[src/rtl/gray_to_bin.sv]
`default_nettype none
// +----------------------------------------------------------------------------+
// | gray_to_bin : registered Gray-code to binary converter, one word per clk.  |
// | Optional macro GRAY_TO_BIN_PIPE_EN splits the XOR chain over two stages.   |
// | Revision    : 1.0  initial release                                         |
// +----------------------------------------------------------------------------+
module gray_to_bin #(
  parameter int DATA_WIDTH = 8
) (
  input  logic                  clk,
  input  logic                  rst,
  input  logic [DATA_WIDTH-1:0] gray_in,
  input  logic                  gray_valid,
  output logic [DATA_WIDTH-1:0] binary_out,
  output logic                  binary_valid
);

  logic [DATA_WIDTH-1:0] r_bin;
  logic                  r_valid;

`ifdef GRAY_TO_BIN_PIPE_EN
  localparam int c_HI_W = (DATA_WIDTH + 1) / 2;
  localparam int c_LO_W = DATA_WIDTH - c_HI_W;

  logic [DATA_WIDTH-1:c_LO_W] w_hi;
  logic [DATA_WIDTH-1:c_LO_W] r_s1_hi;
  logic                       r_s1_valid;

  // Upper half is fully converted in stage 1; b[c_LO_W] then seeds the lower half.
  always_comb begin : comb_hi
    logic w_acc;
    w_acc = 1'b0;
    w_hi  = '0;
    for (int i = DATA_WIDTH - 1; i >= c_LO_W; i--) begin
      w_acc   = w_acc ^ gray_in[i];
      w_hi[i] = w_acc;
    end
  end

  always_ff @(posedge clk) begin
    if (rst) begin
      r_s1_valid <= 1'b0;
      r_s1_hi    <= '0;
    end else begin
      r_s1_valid <= gray_valid;
      if (gray_valid) begin
        r_s1_hi <= w_hi;
      end
    end
  end

  generate
    if (c_LO_W > 0) begin : g_lo
      logic [c_LO_W-1:0] w_pre;
      logic [c_LO_W-1:0] r_s1_lo;

      always_comb begin : comb_pre
        logic w_acc;
        w_acc = 1'b0;
        w_pre = '0;
        for (int i = c_LO_W - 1; i >= 0; i--) begin
          w_acc    = w_acc ^ gray_in[i];
          w_pre[i] = w_acc;
        end
      end

      always_ff @(posedge clk) begin
        if (rst) begin
          r_s1_lo <= '0;
        end else if (gray_valid) begin
          r_s1_lo <= w_pre;
        end
      end

      always_ff @(posedge clk) begin
        if (rst) begin
          r_bin <= '0;
        end else if (r_s1_valid) begin
          r_bin <= {r_s1_hi, r_s1_lo ^ {c_LO_W{r_s1_hi[c_LO_W]}}};
        end
      end
    end else begin : g_no_lo
      always_ff @(posedge clk) begin
        if (rst) begin
          r_bin <= '0;
        end else if (r_s1_valid) begin
          r_bin <= r_s1_hi;
        end
      end
    end
  endgenerate

  always_ff @(posedge clk) begin
    if (rst) begin
      r_valid <= 1'b0;
    end else begin
      r_valid <= r_s1_valid;
    end
  end
`else
  logic [DATA_WIDTH-1:0] w_bin;

  always_comb begin : comb_bin
    logic w_acc;
    w_acc = 1'b0;
    w_bin = '0;
    for (int i = DATA_WIDTH - 1; i >= 0; i--) begin
      w_acc    = w_acc ^ gray_in[i];
      w_bin[i] = w_acc;
    end
  end

  always_ff @(posedge clk) begin
    if (rst) begin
      r_bin   <= '0;
      r_valid <= 1'b0;
    end else begin
      r_valid <= gray_valid;
      if (gray_valid) begin
        r_bin <= w_bin;
      end
    end
  end
`endif

  assign binary_out   = r_bin;
  assign binary_valid = r_valid;

endmodule
`default_nettype wire

[config.mk]
export PLATFORM = sky130hd
export DESIGN_NAME = gray_to_bin
export DESIGN_NICKNAME = d
export VERILOG_FILES = /design/src/rtl/gray_to_bin.sv
export SDC_FILE = /design/constraint.sdc
export NUM_CORES = 1
export LEC_CHECK = 0
export CORE_AREA = 4 4 42 44
export DETAILED_ROUTE_END_ITERATION = 8
export DIE_AREA = 0 0 46 48
export SLEW_MARGIN = 30
export SYNTH_ARGS = -nofsm -noshare
export SYNTH_HDL_FRONTEND = slang
export SYNTH_SLANG_ARGS = --single-unit
[constraint.sdc]
create_clock -name clk -period 1.55 [get_ports clk]
set_input_delay 0.465 -clock clk [delete_from_list [all_inputs] [get_ports clk]]
set_output_delay 0.465 -clock clk [all_outputs]
set_load 0.005 [all_outputs]
==> flow_metrics.py, run 1 <==
metrics = {
    "run_status": {
        "status": "completed",
    },
    "sta": {
        "slew_viol_final": 0,
        "post-route-period-util_pct": 99.7,
        "setup_viol": 0,
        "slew_headroom_pct": 83.9,
        "holdWs_ns": 0.480,
        "finalClockSkew_ns": 0,
        "hold_viol": 0,
        "finalSetupTns_ns": 0,
        "fin_crit_ns": 1.55,
        "tightestPinTransition_ns": 0.240,
        "fmax_ghz": 0.647,
    },
    "yosys": {
        "synth_seq_cells": 9,
        "ys_types": 13,
        "synth_compound_area_share_pct": 9.45,
        "async_flop_share_pct": 0,
        "synth_simple_gate_area_share_pct": 12.8,
        "synth_top_area_cell": "dfxtp_1",
        "synth-adder-area-share_pct": 0,
        "synth_top_area_share_pct": 43.9,
        "synth.most_common_cell": "dfxtp_1",
        "synth_area_leaders": "dfxtp_1 (44%), xor2_1 (8.5%), mux2i_1 (7.3%), a211oi_1 (7.3%), nor2_1 (6.4%)",
        "synth-xor-area-share_pct": 24.7,
        "ys.flop_type": "dfxtp_1",
        "netlist_area_um2": 410,
        "synth_top_family_by_area": "XOR/XNOR gates",
        "synth_mux_area_share_pct": 7.32,
        "syn_inst": 40,
        "ys_top_cells_by_count": "dfxtp_1 (9), nor2_1 (7), a211oi_1 (4), xor2_1 (4)",
        "ys_warn_count": 0,
        "synth_edf_count": 0,
        "syn_avg_cell_area_um2": 10.3,
        "synth_fp_nets": 51,
        "synth_seq_area_share_pct": 43.9,
    },
    "cts": {
        "h-tree-depth": 1,
        "hold_buffers": 0,
        "clock-root-buffer": "clkbuf_4",
        "cts_buffers": 3,
        "cts_buffer_depth": 2,
        "clk_pin_slew_ns": 0.06,
        "numClockSinks": 9,
        "clk_latency_ns": 0.26,
        "cts_tree": "done",
    },
    "finish": {
        "final_util_pct": 51.0,
        "finalInstanceArea_um2": 732,
        "final.fill_count": 138,
        "area_growth_pct": 78.4,
        "diodes": 0,
        "drive_gt1_share_pct": 28.2,
        "fin_nets": 83,
    },
    "power": {
        "leakage_nw": 0.351,
        "combPwrFrac_pct": 32.9,
        "p_sw_mw": 0.178,
        "totalPowerFinal_mw": 0.669,
        "intPower_mw": 0.491,
        "clockPowerShare_pct": 27.4,
        "vdd_drop_max_mv": 0.418,
        "p_per_area_mw_per_mm2": 913,
        "swShare_pct": 26.6,
        "seq_power_share_pct": 39.7,
    },
    "worst_setup_path": {
        "path_class": "primary input to flop",
        "startpoint_type": "primary input",
        "critPathRequiredTime_ns": 1.73,
        "path_max_fanout": 2,
        "crit_path_end": "binary_out[0]$_SDFFE_PP0P_",
        "rrSetupSlack_ns": 0.90,
        "arrival_ns": 1.73,
        "crit_start": "gray_in[1]",
        "worst_setup_path_end_kind": "flop",
        "reg2reg_depth": 2,
        "r2r_start": "binary_out[6]$_SDFFE_PP0P_",
        "reg2reg_to": "binary_out[6]$_SDFFE_PP0P_",
    },
    "run": {
        "cap_violations": 0,
    },
    "grt": {
        "grt_start_max_net_pins": 13,
        "grt-ovfl-total": 0,
        "gr-usage-met1_pct": 10.5,
        "grt.met2_usage_pct": 13.5,
        "antenna_found_initial": 0,
        "track_usage_pct": 9.34,
        "grt_pass1_wl_um": 1370,
        "first_global_vias": 339,
        "top_usage_layer": "met2",
        "globalRouteMet3Util_pct": 2.63,
    },
    "floorplanning": {
        "start_util_pct": 28.6,
        "pin_count": 20,
        "dieArea_mm2": 0.00221,
        "coreArea_mm2": 0.00144,
        "chipWidth_um": 46,
        "die_h_um": 48,
        "rows": 14,
    },
    "routing": {
        "wl_per_cell_um": 11.0,
        "wl_um": 959,
        "dr.pass1.iters": 3,
        "drt-vias-per-instance": 4.34,
        "drc": 0,
        "route.vias.total": 378,
        "antenna_left": 0,
        "drt_iter0_markers": 6,
    },
    "hold_path": {
        "hold-path-cell-count": 2,
        "hold_path_class": "flop to flop",
    },
    "placed_design": {
        "gp_congestion": 0.751,
        "portBuffers": 19,
        "hpwl_um": 703,
        "post_dp_cell_area_um2": 673,
    },
}
## registers in the layout, indices dropped and copies added, names as in the netlist
signal	count
binary_out	8
binary_valid	1
## cells by family after synthesis
| logic type | count (synthesis) |
|---|---|
| flops | 9 |
| buf+inv | 2 |
| xor+xnor | 9 |
| mux | 3 |
| compound gates | 5 |
| simple gates | 12 |
## metal layers
metal / routed length [µm] / vias up
li1: - / 194
met1: 410 / 171
met2: 447 / 11
met3: 82 / 2
met4: 19 / 0
met5: 0 / -
## cell usage in the layout, fill, tap and decap left out, types with 3 or more instances in the layout
| master | Yosys | routed |
|---|---|---|
| dlygate4sd2_1 | 0 | 9 |
| a211oi_1 | 4 | 3 |
| mux2i_1 | 3 | 3 |
| clkdlybuf4s50_1 | 0 | 6 |
| nor2_1 | 7 | 7 |
| buf_4 | 0 | 9 |
| dfxtp_1 | 9 | 9 |
| clkbuf_4 | 0 | 3 |
## power groups by stage
stage	clock, mW	sequential, mW	combinational (mW)
after global routing	0.205	0.268	0.238
after global placement	0	0.272	0.200
final	0.183	0.265	0.220
after floorplan	0	0.274	0.0903
after detailed placement	0	0.272	0.200
after CTS	0.195	0.266	0.195
## layout make-up
cell class	count	area, µm²	share of cell area [%]
clock buffer	4	26.3	3.59
timing repair buffer	29	255	34.9
sequential	9	180	24.6
multi-input combinational	29	250	34.2
tap	16	20.0	2.74
## timing repair
item,4_1_cts,5_1_grt
resized for setup,13,9
setup endpoints to repair,12,4
pin swaps,4,8
setup buffers,1,1
## critical path, stage by stage
cell and delay (ns):
clkdlybuf4s50_1 0.51, xor2_2 0.18, xor2_1 0.25, xnor2_2 0.11
a211oi_2 0.20
## worst min path at each step
stage,startpoint,to
global placement,binary_out[4]$_SDFFE_PP0P_,binary_out[4]$_SDFFE_PP0P_
CTS,binary_out[4]$_SDFFE_PP0P_,binary_out[4]$_SDFFE_PP0P_
finish,binary_out[2]$_SDFFE_PP0P_,binary_out[2]$_SDFFE_PP0P_
global route,binary_out[2]$_SDFFE_PP0P_,binary_out[2]$_SDFFE_PP0P_
floorplan,binary_out[0]$_SDFFE_PP0P_,binary_out[0]$_SDFFE_PP0P_
detailed placement,binary_out[4]$_SDFFE_PP0P_,binary_out[4]$_SDFFE_PP0P_
## through the flow
step / std cells / setup WS [ns]
after CTS: 86 / 0.00727
after global routing: 87 / -0.0176
after detailed placement: 81 / -0.547
after global placement: 81 / -0.518
after floorplan: 40 / 0.00907
final: 87 / 0.00397
Power figures use the tool's default switching activity.
==> inputs of run 2 (changes only) <==
--- a/config.mk
+++ b/config.mk
@@ -5,6 +5,7 @@
 export SDC_FILE = /design/constraint.sdc
 export NUM_CORES = 1
 export LEC_CHECK = 0
+export CAP_MARGIN = 10
 export CORE_AREA = 4 4 42 44
 export DETAILED_ROUTE_END_ITERATION = 8
 export DIE_AREA = 0 0 46 48
==> results of run 2 <==
Final layout, timing and power as in run 1 (identical DEF).
